File: src/rtl/room_pkg.sv
// Shared types and defaults for the room door arbiter.
// State encoding and default sizing constants.
package room_pkg;

  typedef enum logic [1:0] {
    IDLE  = 2'd0,
    OPEN  = 2'd1,
    CLOSE = 2'd2
  } state_e;

  localparam int DEF_N           = 4;
  localparam int DEF_DOOR_CYCLES = 3;

endpackage

File: src/rtl/room_door_if.sv
// Door bus between request sensors and the arbiter.
// Sensors drive req; the arbiter drives everything else.
interface room_door_if
  import room_pkg::*;
#(
  parameter int N = DEF_N
);
  localparam int CNTW = $clog2(N + 1);

  logic [N-1:0]    req;
  logic [N-1:0]    grant;
  logic            door_open;
  logic [N-1:0]    entered;
  logic [CNTW-1:0] entered_cnt;
  logic            all_in;
  logic            busy;

  modport master (
    output req,
    input  grant, door_open, entered,
    input  entered_cnt, all_in, busy
  );

  modport slave (
    input  req,
    output grant, door_open, entered,
    output entered_cnt, all_in, busy
  );

endinterface

File: src/rtl/rr_arbiter.sv
// Combinational round-robin pick.
// First set mask bit at or above ptr, wrapping mod N.
module rr_arbiter
  import room_pkg::*;
#(
  parameter int N = DEF_N,
  localparam int W = (N > 1) ? $clog2(N) : 1
) (
  input  logic [N-1:0] mask_i,
  input  logic [W-1:0] ptr_i,
  output logic [N-1:0] pick_o,
  output logic [W-1:0] idx_o
);

  logic [W:0]   sum;
  logic [W-1:0] j;

  // Scan from lowest priority to highest so the
  // highest-priority hit is the last one written.
  always_comb begin
    pick_o = '0;
    idx_o  = '0;
    sum    = '0;
    j      = '0;
    for (int k = N - 1; k >= 0; k--) begin
      sum = {1'b0, ptr_i} + (W+1)'(k);
      if (sum >= (W+1)'(N)) sum = sum - (W+1)'(N);
      j = sum[W-1:0];
      if (mask_i[j]) begin
        pick_o    = '0;
        pick_o[j] = 1'b1;
        idx_o     = j;
      end
    end
  end

endmodule

File: src/rtl/room_door_arbiter.sv
// Round-robin door arbiter: one person per opening,
// tracks who is inside and auto-clears each full batch.
module room_door_arbiter
  import room_pkg::*;
#(
  parameter int N           = DEF_N,
  parameter int DOOR_CYCLES = DEF_DOOR_CYCLES
) (
  input logic        clk,
  input logic        rst_in,
  room_door_if.slave bus
);

  localparam int W    = (N > 1) ? $clog2(N) : 1;
  localparam int CW   = (DOOR_CYCLES > 1) ?
                        $clog2(DOOR_CYCLES) : 1;
  localparam int CNTW = $clog2(N + 1);

  state_e          state_q;
  logic [N-1:0]    grant_q;
  logic            door_q;
  logic [CW-1:0]   cnt_q;
  logic [W-1:0]    ptr_q;
  logic [W-1:0]    ptr_d;
  logic [N-1:0]    entered_q;
  logic [CNTW-1:0] ecnt_q;

  logic [N-1:0]    eligible;
  logic [N-1:0]    pick;
  logic [W-1:0]    pick_idx;

  assign eligible = bus.req & ~entered_q;

  rr_arbiter #(.N(N)) u_rr (
    .mask_i (eligible),
    .ptr_i  (ptr_q),
    .pick_o (pick),
    .idx_o  (pick_idx)
  );

  assign ptr_d = (pick_idx == W'(N - 1)) ?
                 '0 : pick_idx + W'(1);

  // Door FSM with registered grant, counter, pointer
  // and entry record.
  always_ff @(posedge clk) begin
    if (rst_in) begin
      state_q   <= IDLE;
      grant_q   <= '0;
      door_q    <= 1'b0;
      cnt_q     <= '0;
      ptr_q     <= '0;
      entered_q <= '0;
      ecnt_q    <= '0;
    end else begin
      unique case (state_q)
        IDLE: begin
          if (|eligible) begin
            state_q <= OPEN;
            grant_q <= pick;
            door_q  <= 1'b1;
            cnt_q   <= CW'(DOOR_CYCLES - 1);
            ptr_q   <= ptr_d;
          end
        end
        OPEN: begin
          if (cnt_q == '0) begin
            state_q   <= CLOSE;
            entered_q <= entered_q | grant_q;
            ecnt_q    <= ecnt_q + CNTW'(1);
            grant_q   <= '0;
            door_q    <= 1'b0;
          end else begin
            cnt_q <= cnt_q - CW'(1);
          end
        end
        CLOSE: begin
          state_q <= IDLE;
          if (&entered_q) begin
            entered_q <= '0;
            ecnt_q    <= '0;
          end
        end
        default: begin
          state_q <= IDLE;
          grant_q <= '0;
          door_q  <= 1'b0;
        end
      endcase
    end
  end

  assign bus.grant       = grant_q;
  assign bus.door_open   = door_q;
  assign bus.entered     = entered_q;
  assign bus.entered_cnt = ecnt_q;
  assign bus.all_in      = (state_q == CLOSE) &&
                           (&entered_q);
  assign bus.busy        = (state_q != IDLE);

endmodule
File: src/flat_wrapper.sv
// flat-port wrapper written by rule: the top's interface ports become plain ports
module room_door_arbiter_flat import room_pkg::*;
#(
  parameter int N           = DEF_N,
  parameter int DOOR_CYCLES = DEF_DOOR_CYCLES
)
  (clk, rst_in, bus_req, bus_grant, bus_door_open, bus_entered, bus_entered_cnt, bus_all_in, bus_busy);
  room_door_if #(.N(N)) bus_i ();
  input logic clk;
  input logic rst_in;
  input wire logic [$bits(bus_i.req)-1:0] bus_req;
  output wire logic [$bits(bus_i.grant)-1:0] bus_grant;
  output wire logic [$bits(bus_i.door_open)-1:0] bus_door_open;
  output wire logic [$bits(bus_i.entered)-1:0] bus_entered;
  output wire logic [$bits(bus_i.entered_cnt)-1:0] bus_entered_cnt;
  output wire logic [$bits(bus_i.all_in)-1:0] bus_all_in;
  output wire logic [$bits(bus_i.busy)-1:0] bus_busy;
  assign bus_i.req = bus_req;
  assign bus_grant = bus_i.grant;
  assign bus_door_open = bus_i.door_open;
  assign bus_entered = bus_i.entered;
  assign bus_entered_cnt = bus_i.entered_cnt;
  assign bus_all_in = bus_i.all_in;
  assign bus_busy = bus_i.busy;
  room_door_arbiter #(.N(N), .DOOR_CYCLES(DOOR_CYCLES)) u_core (.clk(clk), .rst_in(rst_in), .bus(bus_i));
endmodule
File: config.mk
export PLATFORM = sky130hd
export DESIGN_NAME = room_door_arbiter_flat
export DESIGN_NICKNAME = d
export VERILOG_FILES = /design/src/rtl/room_pkg.sv /design/src/rtl/room_door_if.sv /design/src/rtl/rr_arbiter.sv /design/src/rtl/room_door_arbiter.sv /design/src/flat_wrapper.sv
export SDC_FILE = /design/constraint.sdc
export NUM_CORES = 1
export LEC_CHECK = 0
export ABC_AREA = 1
export CAP_MARGIN = 20
export CORE_UTILIZATION = 30
export CTS_CLUSTER_SIZE = 16
export DETAILED_ROUTE_END_ITERATION = 7
export PLACE_DENSITY = 0.53
export REMOVE_ABC_BUFFERS = 1
export SLEW_MARGIN = 20
export SYNTH_ARGS = -nofsm -noshare
export SYNTH_HDL_FRONTEND = slang
export SYNTH_SLANG_ARGS = --single-unit
File: constraint.sdc
create_clock -name clk -period 2.3 [get_ports clk]
set_input_delay 0.46 -clock clk [delete_from_list [all_inputs] [get_ports clk]]
set_output_delay 0.46 -clock clk [all_outputs]
set_load 0.1 [all_outputs]
==> reports/metrics.csv <==
stage;metric;value;unit
run_status;status;finished, final reports clean;
floorplanning;starting density of the core;31.4;%
sta;final hold vios;0;
sta;actual slew at the worst max-slew pin;0.482;ns
sta;fin worst setup slack;0.409;ns
synthesis;Synth Area in XOR/XNOR;0;%
worst_hold_path;Worst Hold Class;reg2reg;
setup_path;R2R Path End;u_core.ptr_q[1];
global_routing;first-pass GRT wire length;4610;um
floorplanning;die width;66.7;um
drt;DRT Wirelength;2810;um
global_routing;pin count of the biggest net entering global routing;11;
synthesis;Post-Synthesis Cell Area;1250;um^2
setup_path;CP max stage cell;dfxtp_1;
drt;drt drc;0;
synthesis;Yosys warnings;0;
global_routing;initial antenna violation count;0;
synthesis;mux contribution to synthesized area;0;%
setup_path;Setup crit end kind;flip-flop;
worst_hold_path;hold path start;u_core.cnt_q[1];
synthesis;EDFF count, synth;0;
clock_tree;CTS Hold Buffers Added;0;
drt;WL/cell;11.0;um
setup_path;worst setup path startpoint;u_core.ptr_q[1];
clock_tree;clk root buf;clkbuf_8;
setup_path;Startpoint Class;flip-flop;
drt;1st-pass router iterations;4;
setup_path;slowest cell delay on critical path;0.43;ns
sta;final setup fails;0;
placed_design;port bufs;19;
setup_path;slack of the worst reg-to-reg path;0.41;ns
sta;final worst-path cycle share;82.2;%
synthesis;ys async rst share;0;%
setup_path;Buf/Inv on CP;3;
synthesis;Top FF cell, synth;dfxtp_1;
final_layout;# fillers;438;
drt;Antenna Nets Post-Route;0;
synthesis;cell taking the most area after synthesis;dfxtp_1;
clock_tree;clk_lat worst skew;0.26;ns
clock_tree;number of setup buffers added after CTS;0;
synthesis;compound-cell area share of the yosys netlist;16.6;%
synthesis;syn_area_per_cell;6.90;um^2
synthesis;post-synth top area share;28.7;%
final_layout;n_diodes;0;
synthesis;post-synthesis register bit count;18;
final_layout;layout cells sized above 1;22.3;%
drt;DR iter-0 viols;56;
setup_path;reg2reg path depth;11;
synthesis;Post-Synth Simple-Gate Area;36.1;%
floorplanning;Cell Rows;23;
clock_tree;Clock Pin Slew Worst Setup and Hold Paths;0.07;ns
synthesis;largest family of logic cells by synthesized area;simple AND/OR/NAND/NOR gates;
sta;maximum clock rate;0.529;GHz
floorplanning;Die Area;4450;um^2
sta;RSZ-0062 raised after global routing;no;
synthesis;Adder-Cell Fraction of Synth Area;8.97;%
synthesis;Netlist cell types;25;
setup_path;Setup CP Type;reg2reg;
drt;vias;1181;
final_layout;Final nets;222;
floorplanning;core area;4000;um^2
floorplanning;Ports;20;
sta;Max Slew Vio Count;0;
clock_tree;H-tree depth;1;
global_routing;GRT Overall Usage;13.8;%
clock_tree;clock sinks;18;
sta;setup TNS;0;ns
global_routing;grt total ovfl;0;
setup_path;cells along the critical path;inv_1 > ha_1 > inv_1 > nand3_2 > nand2_4 > nand2_1 > a21boi_0 > nand2_1 > nand3_1 > nand2_1 > inv_1;
clock_tree;post-CTS sizing;0;
sta;Slew headroom;67.7;%
setup_path;CP max FO;8;
setup_path;Required @ worst endpoint;2.51;ns
job;max_cap viols;0;
setup_path;WP depth;11;
clock_tree;Num CTS Buffers;3;
setup_path;Critical Path End;u_core.ptr_q[1];
placed_design;dpl ws;0.213;ns
drt;Vias per Instance;4.61;
synthesis;sequential share of the synthesized area;28.7;%
floorplanning;Vert. Die Dim;66.7;um
global_routing;vias in the first global route;1064;
clock_tree;CTS tree;built;
sta;Final min period;1.89;ns
clock_tree;Longest Clk Path Bufs;2;
synthesis;Post-Synthesis Cells;182;
setup_path;r2r startpoint;u_core.ptr_q[1];
placed_design;dpl hpwl;2260;um
setup_path;CP delay by family, top;simple AND/OR/NAND/NOR gates;
sta;Clock Skew;0.00263;ns
final_layout;area delta synth->final;24.3;%
synthesis;Area contributors post-synth;dfxtp_1 (29%), nand2_1 (12%), a21oi_1 (9.6%);
setup_path;Critical Path AT;2.10;ns
placed_design;Final GP Congestion;0.769;
-- placed cells by master, fill, tap and decap left out --
cell,count
dfxtp_1,18
o21bai_1,1
nand2_1,40
or2_2,1
nor3_1,1
buf_12,2
nand4_1,2
clkdlybuf4s50_1,5
o211ai_1,3
a211oi_1,1
nand2_2,10
inv_1,24
nor2_1,8
clkbuf_8,4
inv_2,2
o21ai_0,5
a21oi_1,24
nor2_2,1
inv_6,1
ha_1,9
nand3_1,15
buf_4,15
o21ai_1,2
nand2_4,4
nand3_2,6
a21boi_0,1
a21o_1,1
-- tightest hold or removal path, cell delays in order (launching register included) --
cell     delay [ns]
dfxtp_1        0.30
inv_1          0.06
a21oi_1        0.06
-- through the flow --
| stage | std cells | utilization (%) | hold slack [ns] | instance area (um^2) |
|---|---|---|---|---|
| after floorplan | 180 | - | 0.433 | 1240 |
| after global placement | 252 | 37.6 | 0.456 | 1510 |
| after detailed placement | 252 | 37.6 | 0.457 | 1510 |
| after CTS | 256 | 39.0 | 0.467 | 1560 |
| after global routing | 256 | 39.0 | 0.489 | 1560 |
| final | 256 | 39.0 | 0.464 | 1560 |
-- synthesized netlist by cell type (3+ instances only) --
| library cell | n |
|---|---|
| nor2_1 | 8 |
| nand2_2 | 10 |
| a21oi_1 | 24 |
| nand2_4 | 4 |
| ha_1 | 9 |
| nand3_2 | 6 |
| nand2_1 | 40 |
| o21ai_0 | 5 |
| o211ai_1 | 3 |
| dfxtp_1 | 18 |
| nand3_1 | 15 |
| inv_1 | 24 |
-- routing by layer --
metal,global-route usage (%),share of wire [%]
met1,19.0,54
met2,20.8,41
met3,3.94,4.5
met4,3.19,0.36
met5,0,0
-- registers in the layout, summed over array words and instances (netlist names) --
name	cells
u_core.bus.grant	4
u_core.cnt_q	2
u_core.bus.entered_cnt	3
u_core.ptr_q	2
u_core.bus.door_open	1
u_core.state_q	2
u_core.bus.entered	4
-- final cells by class --
cell class	count	area (um^2)	area share (%)
repair buffers	22	203	13.0
inverters	27	106	6.82
flip-flops and latches	18	360	23.1
clock buffers	4	55.1	3.53
well taps	50	62.6	4.01
multi-input cells	135	773	49.6
-- how the worst min path moves through the flow --
stage | to | slack [ns] | cells after the start
global route | u_core.bus.door_open | 0.49 | 2
detailed placement | u_core.cnt_q[1] | 0.46 | 2
CTS | u_core.cnt_q[1] | 0.47 | 2
floorplan | u_core.cnt_q[1] | 0.43 | 2
finish | u_core.cnt_q[1] | 0.46 | 2
global placement | u_core.cnt_q[1] | 0.46 | 2
-- cell families after synthesis --
kind of cell,Yosys count
flip-flops,18
AND/OR/NAND/NOR,88
adder cells (fa/ha/maj),9
AO/OA/AOI/OAI,38
buffers and inverters,29
Power is not shown: default switching activity piles up to over one toggle a cycle in this logic, so the estimate is an artifact.
